$ cat src/rtl/divisor_sequencial.sv
// -----------------------------------------------------------------------------
// divisor_sequencial
//   Sequential restoring divider: 32-bit unsigned dividend / 16-bit unsigned
//   divisor -> 16-bit quotient and 16-bit remainder, one quotient bit per clock.
//   Uses the St/Idle/Done handshake shared with the shift-add multiplier, so the
//   same control FSM can issue MULT and DIV operations interchangeably.
//
// Ports
//   Clk        in   1  system clock, rising edge
//   Reset      in   1  asynchronous active-high reset
//   St         in   1  start request, sampled only while idle
//   Dividendo  in  32  unsigned dividend, sampled on the start edge
//   Divisor    in  16  unsigned divisor, sampled on the start edge
//   Quociente  out 16  quotient register
//   Resto      out 16  remainder register
//   Idle       out  1  high while waiting for a start
//   Done       out  1  one-cycle completion pulse
//   Overflow   out  1  quotient does not fit in 16 bits (or divisor is zero);
//                      valid with Done, held until the next start
// -----------------------------------------------------------------------------
module divisor_sequencial (
  input  logic        Clk,
  input  logic        Reset,
  input  logic        St,
  input  logic [31:0] Dividendo,
  input  logic [15:0] Divisor,
  output logic [15:0] Quociente,
  output logic [15:0] Resto,
  output logic        Idle,
  output logic        Done,
  output logic        Overflow
);

  typedef enum logic [1:0] {
    OCIOSO = 2'd0,
    CALC   = 2'd1,
    FIM    = 2'd2
  } estado_t;

  estado_t     r_estado;
  estado_t     w_prox;

  logic [15:0] r_a;      // partial remainder
  logic [15:0] r_q;      // dividend-low bits shifting out, quotient bits in
  logic [15:0] r_d;      // latched divisor
  logic [3:0]  r_cnt;    // iteration counter
  logic [15:0] r_quoc;
  logic [15:0] r_resto;
  logic        r_ovf;

  // A 16-bit quotient is only possible when the upper dividend half is
  // strictly below the divisor; a zero divisor is caught by the same test.
  logic        w_ovf;
  assign w_ovf = (Divisor == 16'd0) || (Dividendo[31:16] >= Divisor);

  // One restoring step. The compare is 17 bits wide: the bit shifted out of
  // A can make T exceed any 16-bit divisor.
  logic [16:0] w_t;
  logic [16:0] w_sub;
  logic        w_ge;
  logic [15:0] w_a_next;
  logic [15:0] w_q_next;

  assign w_t      = {r_a, r_q[15]};
  assign w_sub    = w_t - {1'b0, r_d};
  assign w_ge     = (w_t >= {1'b0, r_d});
  assign w_a_next = w_ge ? w_sub[15:0] : w_t[15:0];
  assign w_q_next = {r_q[14:0], w_ge};

  // State register
  always_ff @(posedge Clk or posedge Reset) begin
    if (Reset) begin
      r_estado <= OCIOSO;
    end else begin
      r_estado <= w_prox;
    end
  end

  // Next state and Moore outputs
  always_comb begin
    w_prox = r_estado;
    Idle   = 1'b0;
    Done   = 1'b0;
    case (r_estado)
      OCIOSO: begin
        Idle = 1'b1;
        if (St) begin
          w_prox = w_ovf ? FIM : CALC;
        end
      end
      CALC: begin
        if (r_cnt == 4'd15) begin
          w_prox = FIM;
        end
      end
      FIM: begin
        Done   = 1'b1;
        w_prox = OCIOSO;
      end
      default: begin
        w_prox = OCIOSO;
      end
    endcase
  end

  // Datapath
  always_ff @(posedge Clk or posedge Reset) begin
    if (Reset) begin
      r_a     <= 16'd0;
      r_q     <= 16'd0;
      r_d     <= 16'd0;
      r_cnt   <= 4'd0;
      r_quoc  <= 16'd0;
      r_resto <= 16'd0;
      r_ovf   <= 1'b0;
    end else begin
      case (r_estado)
        OCIOSO: begin
          if (St) begin
            r_a   <= Dividendo[31:16];
            r_q   <= Dividendo[15:0];
            r_d   <= Divisor;
            r_cnt <= 4'd0;
            r_ovf <= w_ovf;
            if (w_ovf) begin
              r_quoc  <= 16'hFFFF;
              r_resto <= 16'h0000;
            end
          end
        end
        CALC: begin
          r_a   <= w_a_next;
          r_q   <= w_q_next;
          r_cnt <= r_cnt + 4'd1;
          // Publish the result on the last iteration so it is visible in FIM.
          if (r_cnt == 4'd15) begin
            r_quoc  <= w_q_next;
            r_resto <= w_a_next;
          end
        end
        default: begin
        end
      endcase
    end
  end

  assign Quociente = r_quoc;
  assign Resto     = r_resto;
  assign Overflow  = r_ovf;

endmodule

$ cat config.mk
export PLATFORM = sky130hd
export DESIGN_NAME = divisor_sequencial
export DESIGN_NICKNAME = d
export VERILOG_FILES = /design/src/rtl/divisor_sequencial.sv
export SDC_FILE = /design/constraint.sdc
export NUM_CORES = 1
export LEC_CHECK = 0
export ABC_AREA = 1
export CORE_UTILIZATION = 35
export DETAILED_ROUTE_END_ITERATION = 10
export HOLD_SLACK_MARGIN = 0.03
export PLACE_DENSITY = 0.58
export SETUP_SLACK_MARGIN = 0.02
export SYNTH_ARGS = -nofsm -noshare
export SYNTH_HDL_FRONTEND = slang
export SYNTH_SLANG_ARGS = --single-unit
$ cat constraint.sdc
create_clock -name Clk -period 2.4 [get_ports Clk]
set_input_delay 0.36 -clock Clk [delete_from_list [all_inputs] [get_ports Clk]]
set_output_delay 0.36 -clock Clk [all_outputs]
set_load 0.02 [all_outputs]
**Word-level counts from Yosys, hierarchy flattened**

Cells that the tools add are included.

- Register bits: 87
- Input bits: 51
- Output and inout port bits: 35
- Word-level logic and storage cells: 47

- Add/subtract/negate cells: 2
- Magnitude comparators: 2
- Equal/unequal tests: 6
- Muxes and demuxes: 21
- Reductions and logical operators: 8

Operators with widths:

| cell | count |
|---|---|
| 16-bit 2-to-1 mux | 9 |
| 16-bit case mux with 2 select lines | 4 |
| 17-bit by 16-bit >= comparator with 1-bit output | 1 |
| 16-bit >= comparator | 1 |
| 16-bit logical NOT | 1 |
| 16-bit subtractor | 1 |
| 4-bit case mux with 2 select lines | 1 |
| 2-bit 2-to-1 mux | 3 |
| 2-bit != test, second input constant | 3 |
| 2-bit AND reduction | 3 |
| 4-bit by 1-bit adder with 4-bit output, second input constant | 1 |
| 4-bit equality test, second input constant | 1 |
| 4-bit 2-to-1 mux | 1 |
| 2-bit case mux with 2 select lines | 1 |
| 4-bit AND reduction | 1 |
| 2-bit by 1-bit equality test with 1-bit output, second input constant | 1 |
| 2-bit equality test, second input constant | 1 |
| 2-bit logical NOT | 1 |
| 1-bit 2-to-1 mux | 2 |
| 2-bit nonzero test | 1 |
| 1-bit logical OR | 1 |

**Logic depth before layout (Yosys ltp)**

- Word-level depth: 5
- Gate-level depth with buffers: 17

**Worst setup path after synthesis**

No wires, ideal clock.

- Kind: register to register
- Start point: reg r_a[2]
- End point: reg r_resto[1], in the netlist Resto[1]
- Library setup time: 0.065 ns
- Arrival time: 1.815 ns
- Data required time: 2.335 ns
- Path slack: 0.520 ns
- Stages on the path, launching flop included: 16
- Cells stage by stage: dfrtp_1 -> ha_1 -> nand2_1 -> inv_1 -> nand2_1 -> nand2_1 -> nand2_1 -> nand3_2 -> nand2_2 -> nand2_4 -> nor2_4 -> buf_6 -> nand2_1 -> nand2_1 -> nand2_1 -> nand2_1

- Longest elaborated chain between the ends: 4

RTL lines:

| item | line | source |
|---|---|---|
| start, declared | 43 | `logic [15:0] r_a;` |
| start signal, assigned | 120 | `r_a <= Dividendo[31:16];` |
| start signal, assigned | 132 | `r_a <= w_a_next;` |
| 17-bit by 16-bit >= comparator with 1-bit output | 66 | `assign w_ge = (w_t >= {1'b0, r_d});` |
| 16-bit 2-to-1 mux | 67 | `assign w_a_next = w_ge ? w_sub[15:0] : w_t[15:0];` |
| 16-bit 2-to-1 mux | 136 | `if (r_cnt == 4'd15) begin` |
| 16-bit case mux with 2 select lines | 117 | `case (r_estado)` |
| end signal, assigned | 138 | `r_resto <= w_a_next;` |
| end, declared | 48 | `logic [15:0] r_resto;` |

No other way between the ends. The select of a mux whose other input is x is not followed.
A chain may end at the register's enable or synchronous reset.

**Worst setup path in the final report**

- Start point: reg r_q[15]
- End point: reg r_resto[8], in the netlist Resto[8]

- Longest elaborated chain between the ends: 4

RTL lines:

| item | line | source |
|---|---|---|
| start, declared | 44 | `logic [15:0] r_q;` |
| start signal, assigned | 121 | `r_q <= Dividendo[15:0];` |
| start signal, assigned | 133 | `r_q <= w_q_next;` |
| 16-bit subtractor or 17-bit by 16-bit >= comparator with 1-bit output (tied branches) | 65, 66 |  |
| 16-bit 2-to-1 mux (*) | 67 |  |
| 16-bit 2-to-1 mux (*) | 136 |  |
| 16-bit case mux with 2 select lines (*) | 117 |  |

Every way passes the cells marked *; elsewhere a longest branch is shown, timed or not. The select of a mux whose other input is x is not followed.

==> flow_metrics.env <==
export IMPL_synthSimpleGateAreaFrac_pct=32.48
export IMPL_path_clk_slew_ns=0.07
export IMPL_synthCells=745
export IMPL_p_total_mw=10.39
export IMPL_grtUsageMet3_pct=4.800
export IMPL_cp_depth=12
export IMPL_cts_root_buffer="clkbuf_16"
export IMPL_peakVddDrop_v=0.0006849
export IMPL_use_met1_pct=24.49
export IMPL_syn_avg_cell_area_sq_um=7.238
export IMPL_p_leak_nw=3.728
export IMPL_syn_cell_area_sq_um=5393
export IMPL_worstSkewPairLatency_ns=0.35
export IMPL_async_reset_ff_share_pct=100.0
export IMPL_place_hpwl_mm=10.52
export IMPL_synth_top_area_cell="dfrtp_1"
export IMPL_cp_buffers_inverters=2
export IMPL_endpoint="Resto[8]"
export IMPL_synth_compound_area_share_pct=8.213
export IMPL_hold_path_class="input pin to async pin"
export IMPL_setup_viol=0
export IMPL_wl_mm=13.85
export IMPL_r2r_start="r_q[15]"
export IMPL_max_freq_mhz=461.0
export IMPL_rows=45
export IMPL_grt_max_degree=54
export IMPL_drtPass1Iterations=6
export IMPL_drt_initial_drc_count=274
export IMPL_syn_nets=830
export IMPL_path_class="register to register"
export IMPL_ys_types=35
export IMPL_required_ns=2.69
export IMPL_portBuffers=85
export IMPL_h_tree_depth=3
export IMPL_cts_sinks=87
export IMPL_grt_pass1_vias=4878
export IMPL_cp_data_arrival_time_ns=2.46
export IMPL_ys_seq_area_share_pct=40.37
export IMPL_cts_buffer_depth=2
export IMPL_synth_mux_area_share_pct=0
export IMPL_drcViolationCount=0
export IMPL_wl_per_cell_um=13.16
export IMPL_area_growth_syn_to_layout_pct=30.77
export IMPL_dpl_cell_area_sq_um=6743
export IMPL_start_kind="register"
export IMPL_nets=945
export IMPL_whs_ns=0.4459
export IMPL_cellPowerDensity_nw_per_um2=1473
export IMPL_synth_warnings=0
export IMPL_ys_ff_latch=87
export IMPL_die_w_um=126.1
export IMPL_crit_path_max_fanout=4
export IMPL_slowest_stage="fa_1"
export IMPL_slowest_delay_ns=0.47
export IMPL_gr_usage_met2_pct=31.88
export IMPL_antenna_cells=0
export IMPL_hold_viol_final=0
export IMPL_cts_tree="built"
export IMPL_crit_chain="inv_1, ha_1, inv_1, fa_1, nand3_1, nand3_1, a21oi_1, xnor2_1, nand3_1, nand2_1, nand2_1, nand2_1"
export IMPL_initial_core_util_pct=35.61
export IMPL_fin_area_sq_um=7052
export IMPL_cp_end_kind="register"
export IMPL_grt_ovfl_total=0
export IMPL_design_die_area_sq_um=15910
export IMPL_grt_busiest_layer="met2"
export IMPL_r2r_cells=12
export IMPL_min_period_over_period_pct=90.39
export IMPL_coreArea_sq_um=15150
export IMPL_synth_top_cell_area_share_pct=40.37
export IMPL_maxSlewViolCount=0
export IMPL_synthAdderAreaFrac_pct=8.028
export IMPL_r2r_slack_ns=0.23
export IMPL_gp_congestion=0.8832
export IMPL_crit_family="adder cells"
export IMPL_utilization_pct=46.56
export IMPL_synth_xor_xnor_area_share_pct=1.137
export IMPL_startpoint="r_q[15]"
export IMPL_antenna_left=0
export IMPL_synth_flop_cell="dfrtp_1"
export IMPL_rsz0062_at_grt="no"
export IMPL_grt_pass1_wl_mm=23.71
export IMPL_synth_edf_count=0
export IMPL_worstMarginPinSlew_ns=0.6598
export IMPL_track_usage_pct=18.80
export IMPL_vias=4981
export IMPL_drive_gt1_share_pct=8.555
export IMPL_fin_crit_ns=2.169
export IMPL_slew_headroom_pct=55.92
export IMPL_outcome="complete, no violations"
export IMPL_cts_made_buffers=9
export IMPL_maxCapViolations=0
export IMPL_timing_rr_end="Resto[8]"
export IMPL_antenna_found_initial=0
export IMPL_ys_top_cells_by_area="dfrtp_1, nand2_1, ha_1, inv_1, nand3_1"
export IMPL_io_pins=86
export IMPL_finalClockSkew_ns=0.007109
export IMPL_viasPerCell=4.730
export IMPL_setup_tns_ns=0
export IMPL_die_height_um=126.1
export IMPL_synth_top_family_by_area="simple AND/OR/NAND/NOR gates"
-- synth_stat cells, drive strengths merged (2+ instances only) --
master / instances
nand2: 289
inv: 109
dfrtp: 87
nand3: 53
a21oi: 34
ha: 33
nor2: 30
nand4: 28
o21ai: 22
buf: 17
o31ai: 15
clkbuf: 6
xor2: 6
nor3: 4
nand3b: 2
o21a: 2
or2: 2
-- cells by family after synthesis --
family | count (synthesis)
compound gates | 76
xor+xnor | 7
fa+ha+maj | 34
buf+inv | 132
flops | 87
simple gates | 409
-- area by class of cell --
cell class	instances	area (sq um)
Timing Repair Buffer	127	1232
Multi-Input combinational cell	526	2689
Inverter	109	412.9
Clock buffer	9	225.2
Sequential cell	87	2177
Fill cell	1609	8094
Tap cell	188	235.2
Clock inverter	7	80.08
-- flip-flops by register name (all words and copies together) (netlist names) --
signal / count
Overflow: 1
Quociente: 16
Resto: 16
r_a: 16
r_cnt: 4
r_d: 16
r_estado: 2
r_q: 16
-- layout by cell type (no fill, tap or decap), types with 2 or more instances in the layout --
| cell | synthesis | final |
|---|---|---|
| nand4_1 | 27 | 27 |
| buf_4 | 2 | 36 |
| o31ai_1 | 15 | 15 |
| o21ai_0 | 21 | 21 |
| clkinv_2 | 0 | 2 |
| nor2_2 | 2 | 2 |
| clkdlybuf4s50_1 | 0 | 85 |
| inv_8 | 0 | 2 |
| nor2_1 | 25 | 25 |
| clkbuf_16 | 0 | 9 |
| buf_12 | 0 | 5 |
| inv_1 | 105 | 104 |
| nand3b_1 | 2 | 2 |
| inv_2 | 4 | 4 |
| xor2_1 | 6 | 6 |
| nor2_4 | 2 | 2 |
| dfrtp_1 | 87 | 87 |
| nand2_2 | 2 | 2 |
| or2_0 | 2 | 2 |
| o21a_1 | 2 | 2 |
| nand2_1 | 286 | 286 |
| nand3_1 | 52 | 52 |
| ha_1 | 33 | 33 |
| nor3_1 | 4 | 4 |
| a21oi_1 | 34 | 34 |
-- repair_timing --
action / 4_1_cts / 5_1_grt
gates resized for setup: 0 / 1
setup endpoints to repair: 0 / 5
hold buffers: 0 / 0
buffers inserted: 0 / 0
-- report_power, final --
group          internal [mW]  switching, mW
sequential              2.20          0.412
clock                  0.823          0.643
combinational           2.46           3.86
-- layer usage --
metal,wire length [um],part of all wire (%)
met3,510,3.7
met1,6698,48
met4,115,0.83
met5,0,0
met2,6528,47
-- worst reg2reg max path, stage by stage, from the launching register on --
cell and delay (ns):
dfrtp_1 0.38, inv_1 0.07, ha_1 0.14, inv_1 0.08, fa_1 0.47, nand3_1 0.12, nand3_1 0.15, a21oi_1 0.23
xnor2_1 0.14, nand3_1 0.11, nand2_1 0.10, nand2_1 0.05, nand2_1 0.05
-- worst min path at each step --
stage	startpoint	end	slack [ns]	depth (start not counted)
finish	Reset	Resto[3]	0.45	2
floorplan	r_d[10]	r_d[10]	0.45	2
global placement	Quociente[7]	Quociente[7]	0.45	2
detailed placement	Quociente[9]	Quociente[9]	0.46	2
global route	Quociente[9]	Quociente[9]	0.49	2
CTS	Reset	r_a[2]	0.47	2
-- stage by stage --
step	instances	worst slack, ns
finish	1053	0.2307
floorplan	745	0.5198
CTS	1053	0.2344
global placement	1037	-0.05265
detailed placement	1037	-0.09046
global route	1053	0.04697
No activity file was read; power rests on OpenSTA's default activity.
